### src/rtl/i3c_sdr_target_fsm.sv
// I3C SDR target frame engine: START/Sr/STOP framing, broadcast/static/dynamic
// address match, ACK, private write and private read with T-bit handling.
// Optional macro I3C_TGT_PARITY_CHK_EN enables write T-bit odd-parity checking.
module i3c_sdr_target_fsm #(
  parameter logic [6:0]  STATIC_ADDR = 7'h2A,
  parameter logic [6:0]  BCAST_ADDR  = 7'h7E,
  parameter int unsigned MAX_WR_LEN  = 0
) (
  input  logic       clk,
  input  logic       rst_n,
  input  logic       scl_rise,
  input  logic       scl_fall,
  input  logic       start_det,
  input  logic       stop_det,
  input  logic       sda_in,
  output logic       sda_oe,
  output logic       sda_out,
  input  logic [6:0] dyn_addr,
  input  logic       dyn_addr_vld,
  output logic [7:0] rx_data,
  output logic       rx_valid,
  output logic       rx_err,
  input  logic [7:0] tx_data,
  input  logic       tx_valid,
  input  logic       tx_last,
  output logic       tx_ready,
  output logic       busy,
  output logic       rnw
);

  localparam int unsigned CNT_W  = 4;
  localparam int unsigned WCNT_W = 16;

  typedef enum logic [3:0] {
    IDLE, ADDR, ACK, BCAST, WDATA, WTBIT, RDATA, RTBIT, WAIT_SR
  } state_t;

  state_t             state_q, state_d;
  logic [CNT_W-1:0]   bit_cnt_q, bit_cnt_d;
  logic [7:0]         sh_q, sh_d;
  logic [WCNT_W-1:0]  wr_cnt_q, wr_cnt_d;
  logic               ack_ph_q, ack_ph_d;
  logic               bcast_q, bcast_d;
  logic               last_q, last_d;
  logic               sda_oe_q, sda_oe_d;
  logic               sda_out_q, sda_out_d;
  logic [7:0]         rx_data_q, rx_data_d;
  logic               rx_valid_q, rx_valid_d;
  logic               rx_err_q, rx_err_d;
  logic               tx_ready_q, tx_ready_d;
  logic               busy_q, busy_d;
  logic               rnw_q, rnw_d;
  logic               bcast_hit, own_hit, parity_fail, wr_limit;

  // Address decode on the 7 shifted bits plus the RnW bit currently on sda_in
  assign bcast_hit = (sh_q[6:0] == BCAST_ADDR) && !sda_in;
  assign own_hit   = (sh_q[6:0] == STATIC_ADDR) ||
                     (dyn_addr_vld && (sh_q[6:0] == dyn_addr));
  assign wr_limit  = (MAX_WR_LEN != 0) && (wr_cnt_q == WCNT_W'(MAX_WR_LEN - 1));

`ifdef I3C_TGT_PARITY_CHK_EN
  assign parity_fail = (sda_in != ~^sh_q);
`else
  assign parity_fail = 1'b0;
`endif

  // Next-state and next-output logic
  always_comb begin
    state_d    = state_q;
    bit_cnt_d  = bit_cnt_q;
    sh_d       = sh_q;
    wr_cnt_d   = wr_cnt_q;
    ack_ph_d   = ack_ph_q;
    bcast_d    = bcast_q;
    last_d     = last_q;
    sda_oe_d   = sda_oe_q;
    sda_out_d  = sda_out_q;
    rx_data_d  = rx_data_q;
    rx_valid_d = 1'b0;
    rx_err_d   = 1'b0;
    tx_ready_d = 1'b0;
    rnw_d      = rnw_q;

    if (stop_det) begin
      state_d   = IDLE;
      sda_oe_d  = 1'b0;
      sda_out_d = 1'b1;
    end else if (start_det) begin
      state_d   = ADDR;
      bit_cnt_d = '0;
      wr_cnt_d  = '0;
      ack_ph_d  = 1'b0;
      bcast_d   = 1'b0;
      sda_oe_d  = 1'b0;
      sda_out_d = 1'b1;
    end else begin
      case (state_q)
        IDLE, BCAST, WAIT_SR: begin
          sda_oe_d  = 1'b0;
          sda_out_d = 1'b1;
        end
        ADDR: if (scl_rise) begin
          if (bit_cnt_q == CNT_W'(7)) begin
            rnw_d    = sda_in;
            ack_ph_d = 1'b0;
            if (bcast_hit) begin
              state_d = ACK;
              bcast_d = 1'b1;
            end else if (own_hit && !(sda_in && !tx_valid)) begin
              state_d = ACK;
            end else begin
              state_d = WAIT_SR;
            end
          end else begin
            sh_d      = {sh_q[6:0], sda_in};
            bit_cnt_d = bit_cnt_q + CNT_W'(1);
          end
        end
        ACK: if (scl_fall) begin
          if (!ack_ph_q) begin
            ack_ph_d  = 1'b1;
            sda_oe_d  = 1'b1;
            sda_out_d = 1'b0;
          end else begin
            bit_cnt_d = '0;
            sda_oe_d  = 1'b0;
            sda_out_d = 1'b1;
            if (bcast_q) begin
              state_d = BCAST;
            end else if (!rnw_q) begin
              state_d = WDATA;
            end else if (tx_valid) begin
              state_d    = RDATA;
              sh_d       = tx_data;
              last_d     = tx_last;
              tx_ready_d = 1'b1;
              sda_oe_d   = 1'b1;
              sda_out_d  = tx_data[7];
              bit_cnt_d  = CNT_W'(1);
            end else begin
              state_d = WAIT_SR;
            end
          end
        end
        WDATA: if (scl_rise) begin
          sh_d = {sh_q[6:0], sda_in};
          if (bit_cnt_q == CNT_W'(7)) begin
            state_d   = WTBIT;
            bit_cnt_d = '0;
          end else begin
            bit_cnt_d = bit_cnt_q + CNT_W'(1);
          end
        end
        WTBIT: if (scl_rise) begin
          if (parity_fail) begin
            rx_err_d = 1'b1;
            state_d  = WAIT_SR;
          end else begin
            rx_valid_d = 1'b1;
            rx_data_d  = sh_q;
            wr_cnt_d   = wr_cnt_q + WCNT_W'(1);
            state_d    = wr_limit ? WAIT_SR : WDATA;
          end
        end
        RDATA: if (scl_fall) begin
          if (bit_cnt_q == CNT_W'(8)) begin
            state_d   = RTBIT;
            sda_out_d = ~last_q;
          end else begin
            sh_d      = {sh_q[6:0], 1'b0};
            sda_out_d = sh_q[6];
            bit_cnt_d = bit_cnt_q + CNT_W'(1);
          end
        end
        RTBIT: if (scl_fall) begin
          if (!last_q && tx_valid) begin
            state_d    = RDATA;
            sh_d       = tx_data;
            last_d     = tx_last;
            tx_ready_d = 1'b1;
            sda_out_d  = tx_data[7];
            bit_cnt_d  = CNT_W'(1);
          end else begin
            state_d   = WAIT_SR;
            sda_oe_d  = 1'b0;
            sda_out_d = 1'b1;
          end
        end
        default: state_d = IDLE;
      endcase
    end

    busy_d = (state_d != IDLE);
  end

  // State and registered outputs
  always_ff @(posedge clk or negedge rst_n) begin
    if (!rst_n) begin
      state_q    <= IDLE;
      bit_cnt_q  <= '0;
      sh_q       <= '0;
      wr_cnt_q   <= '0;
      ack_ph_q   <= 1'b0;
      bcast_q    <= 1'b0;
      last_q     <= 1'b0;
      sda_oe_q   <= 1'b0;
      sda_out_q  <= 1'b1;
      rx_data_q  <= '0;
      rx_valid_q <= 1'b0;
      rx_err_q   <= 1'b0;
      tx_ready_q <= 1'b0;
      busy_q     <= 1'b0;
      rnw_q      <= 1'b0;
    end else begin
      state_q    <= state_d;
      bit_cnt_q  <= bit_cnt_d;
      sh_q       <= sh_d;
      wr_cnt_q   <= wr_cnt_d;
      ack_ph_q   <= ack_ph_d;
      bcast_q    <= bcast_d;
      last_q     <= last_d;
      sda_oe_q   <= sda_oe_d;
      sda_out_q  <= sda_out_d;
      rx_data_q  <= rx_data_d;
      rx_valid_q <= rx_valid_d;
      rx_err_q   <= rx_err_d;
      tx_ready_q <= tx_ready_d;
      busy_q     <= busy_d;
      rnw_q      <= rnw_d;
    end
  end

  assign sda_oe   = sda_oe_q;
  assign sda_out  = sda_out_q;
  assign rx_data  = rx_data_q;
  assign rx_valid = rx_valid_q;
  assign rx_err   = rx_err_q;
  assign tx_ready = tx_ready_q;
  assign busy     = busy_q;
  assign rnw      = rnw_q;

endmodule

### config.mk
export PLATFORM = sky130hd
export DESIGN_NAME = i3c_sdr_target_fsm
export DESIGN_NICKNAME = d
export VERILOG_FILES = /design/src/rtl/i3c_sdr_target_fsm.sv
export SDC_FILE = /design/constraint.sdc
export NUM_CORES = 1
export LEC_CHECK = 0
export ABC_AREA = 1
export CAP_MARGIN = 20
export CORE_MARGIN = 1.5
export CORE_UTILIZATION = 53
export CTS_BUF_LIST = sky130_fd_sc_hd__clkbuf_16
export DETAILED_ROUTE_END_ITERATION = 10
export PLACE_DENSITY = 0.81
export SETUP_SLACK_MARGIN = 0.3
export SYNTH_ARGS = -nofsm -noshare
export SYNTH_HDL_FRONTEND = slang
export SYNTH_SLANG_ARGS = --single-unit
### constraint.sdc
create_clock -name clk -period 2.2 [get_ports clk]
set_clock_uncertainty 0.15 [all_clocks]
set_input_delay 0.44 -clock clk [delete_from_list [all_inputs] [get_ports clk]]
set_output_delay 0.44 -clock clk [all_outputs]
set_load 0.05 [all_outputs]
==> flow_summary_export.csv <==
group,metric,value,unit
status,status,"completed",
sta,final_max_slew_viol_count,0,
pwr,power_density,646,nW/um^2
pwr,p_leak,0.00159,uW
cts,clock_sinks,33,
sta,grt_setup_unrepaired,"true",
pwr,power_frac_comb,19.2,%
cts,cts_hold_buf,0,
yosys,synth_seq_cells,33,
place,gp_congestion,0.949,
yosys,synth_compound_area_share,17.3,%
yosys,synthAdderAreaFrac,1.14,%
worst_hold_path,holdPathStages,2,
worst_hold_path,hold_class,"flip-flop to flip-flop",
yosys,synthMuxAreaShare,0.512,%
cts,cts_tree,"yes",
worst_setup_path,worst_r2r_endpoint,"sh_q[4]",
place,hpwl,4.62,mm
floorplanning,die_w,67.4,um
worst_setup_path,critPathRequiredTime,2210,ps
global_route,first_global_vias,2076,
yosys,yosysTopAreaCellShare,36.4,%
yosys,yosysSeqAreaShare,37.6,%
yosys,synth_top_family_by_area,"simple AND/OR/NAND/NOR gates",
global_route,grt_use_total,29.2,%
yosys,syn_inst,309,
worst_setup_path,worstSetupPathType,"input port to flip-flop",
yosys,ys_async_sr_fraction,100,%
final_layout,antenna_cells,0,
global_route,antenna_found_initial,0,
detailed_routing,firstDrtPassIters,5,
detailed_routing,drtIter0Drc,237,
sta,finalCritPeriodShare,86.0,%
detailed_routing,totalWireLength,6.41,mm
floorplanning,core-area,4000,um^2
detailed_routing,route.detailed.drc,0,
worst_hold_path,hold_end,"rx_data[7]",
cts,clk-insertion-delay-late,280,ps
cts,cts_root_buf,"clkbuf_16",
floorplanning,fp.dieH,67.4,um
yosys,synth-xor-area-share,0.796,%
sta,max_freq,528,MHz
detailed_routing,avgViaCountPerCell,5.54,
worst_setup_path,reg2reg_from,"bit_cnt_q[0]",
final_layout,fillers,298,
cts,clk_pin_slew,50,ps
yosys,syn-num-nets,336,
cts,cts_buffers,5,
floorplanning,start_util,55.0,%
sta,setup_viol,0,
global_route,grt_pass1_wl,9.74,mm
detailed_routing,vias,2342,
final_layout,post-route-util,77.1,%
yosys,synth.area.top_cells,"dfrtp_1 36%, nand2_1 15%, inv_1 7.0%, o21ai_0 5.9%, nor2_1 5.5%",
worst_setup_path,critPathMaxFanout,8,
yosys,synth-warning-count,0,
final_layout,layout_common_cells,"80 x nand2_1, 37 x inv_1, 29 x dfrtp_1",
yosys,synth_top_cell_by_area,"dfrtp_1",
place,io_buffers,38,
yosys,synth_ff_type,"dfrtp_1",
worst_setup_path,r2r_setup_slack,350,ps
yosys,synth_edf_count,0,
pwr,power.share.clock,45.8,%
pwr,peakVddDrop,0.480,mV
yosys,synth-simple-area-share,33.5,%
flow_run,maxCapViolations,0,
floorplanning,dieArea,4550,um^2
worst_setup_path,reg2reg_depth,11,
yosys,syn_area,2200,um^2
global_route,grt.overflow.total,0,
cts,h-tree-depth,2,
sta,final.min_clock_period,1890,ps
worst_hold_path,min_from,"rx_data[7]",
floorplanning,rows,23,
yosys,synth.avg_cell_area,7.12,um^2
detailed_routing,wire_per_inst,15.1,um
final_layout,layout_commonest_cell,"nand2_1",
worst_setup_path,crit_arrival,1900,ps
worst_setup_path,endpoint_kind,"flip-flop",
final_layout,post_route_cells_drive_above_1_share,23.9,%
detailed_routing,drtAntennaViolNets,0,
yosys,synth_cell_types,44,
worst_setup_path,worstSetupStartpointType,"input port",
sta,worstMarginPinSlew,509,ps
floorplanning,boundaryPins,40,
sta,hold_slack,329,ps
sta,final_hold_viol_count,0,
pwr,p_sw,542,uW
pwr,seqPwrFrac,35.0,%
pwr,p_sw_share,27.2,%
final_layout,area_growth,40.3,%
cts,cts_max_path_buffers,2,
sta,slew_headroom,66.2,%
place,pre_cts_slack,-26.1,ps
pwr,p_int,1450,uW
global_route,grt_max_degree,34,
final_layout,fin_nets,399,
sta,layout_setup_ws,307,ps
-- metal layers --
| layer | part of all wire [%] | track usage (%) | vias up |
|---|---|---|---|
| met5 | 0 | 0 | - |
| met4 | 1.5 | 8.93 | 0 |
| met3 | 7.6 | 5.33 | 9 |
| met2 | 47 | 45.5 | 110 |
| met1 | 44 | 41.1 | 1096 |
| li1 | - | - | 1127 |
-- cells by family (layout without fill, tap and decap cells) --
kind of cell | Yosys count | in the layout
DFF | 33 | 33
buffers and inverters | 48 | 111
and+or+nand+nor | 164 | 165
other | 1 | 1
AOI/OAI and AO/OA | 58 | 58
muxes | 1 | 1
xor gates and xnor gates | 2 | 2
adders and majority gates | 2 | 2
-- sequential cells by signal, indices dropped and copies added (netlist names) --
signal	cells
rx_data	8
busy	1
bcast_q	1
sda_out	1
bit_cnt_q	4
ack_ph_q	1
tx_ready	1
sh_q	8
sda_oe	1
rnw	1
rx_valid	1
state_q	4
last_q	1
-- synthesized netlist by cell type (2+ instances only) --
library cell  number
a211oi_1           2
a21oi_1            5
a21oi_2            7
a31oi_1            2
dfrtp_1           32
ha_1               2
inv_1             41
inv_2              2
nand2_1           87
nand2_2            4
nand2_4            2
nand3_1           22
nand4_1            4
nor2_1            32
nor2_2             2
nor2_4             2
nor3_1             3
nor4_1             2
o211ai_1           4
o21ai_0           26
o21ai_1            3
-- power groups by stage --
stage	clock network, uW	registers, uW	logic (uW)
after floorplan	0	701	200
after global placement	0	702	321
after detailed placement	0	705	329
after CTS	918	695	339
after global routing	946	703	418
final	911	697	383
-- how the worst max path moves through the flow --
stage              endpoint  cells past startpoint      start
2_1_floorplan       sh_q[5]                      8        rnw
3_3_place_gp   bit_cnt_q[2]                      8  start_det
3_5_place_dp        sh_q[2]                      8   scl_fall
4_1_cts             sh_q[1]                      8   scl_fall
5_1_grt             sh_q[0]                      8   stop_det
6_report            sh_q[4]                      8   stop_det
-- area by class of cell --
class                      instances  area, um^2  area share, %
clock buffer                       5         125           4.06
tap                               50        62.6           2.03
sequential                        33         831           26.9
inverter                          44         168           5.43
multi-input combinational        229        1310           42.4
timing repair buffer              59         527           17.1
clock inverter                     3        65.1           2.11
-- stage by stage --
step / power [uW] / cell area (um^2) / std cells / TNS, ps
after floorplan: 901 / 2200 / 309 / 0
after global placement: 1020 / 2720 / 407 / 0
after detailed placement: 1030 / 2720 / 407 / -68.7
after CTS: 1950 / 2930 / 416 / 0
after global routing: 2070 / 3090 / 423 / 0
final: 1990 / 3090 / 423 / 0
-- worst max-delay path, stage by stage --
cell and delay [ps]:
clkdlybuf4s50_1 430, nor2_1 120, buf_4 150, o211ai_1 150, a21oi_4 290, nand2_8 150
nor2_2 130, a21oi_2 40
-- timing repair --
action                                  in CTS  in global routing
endpoints found under the setup margin      26                 26
setup buffers                                0                  7
gates resized for setup                     23                 38
cloned                                       1                  0
pin swaps                                    2                 18
Note: power is estimated with default switching activity, not from simulation.
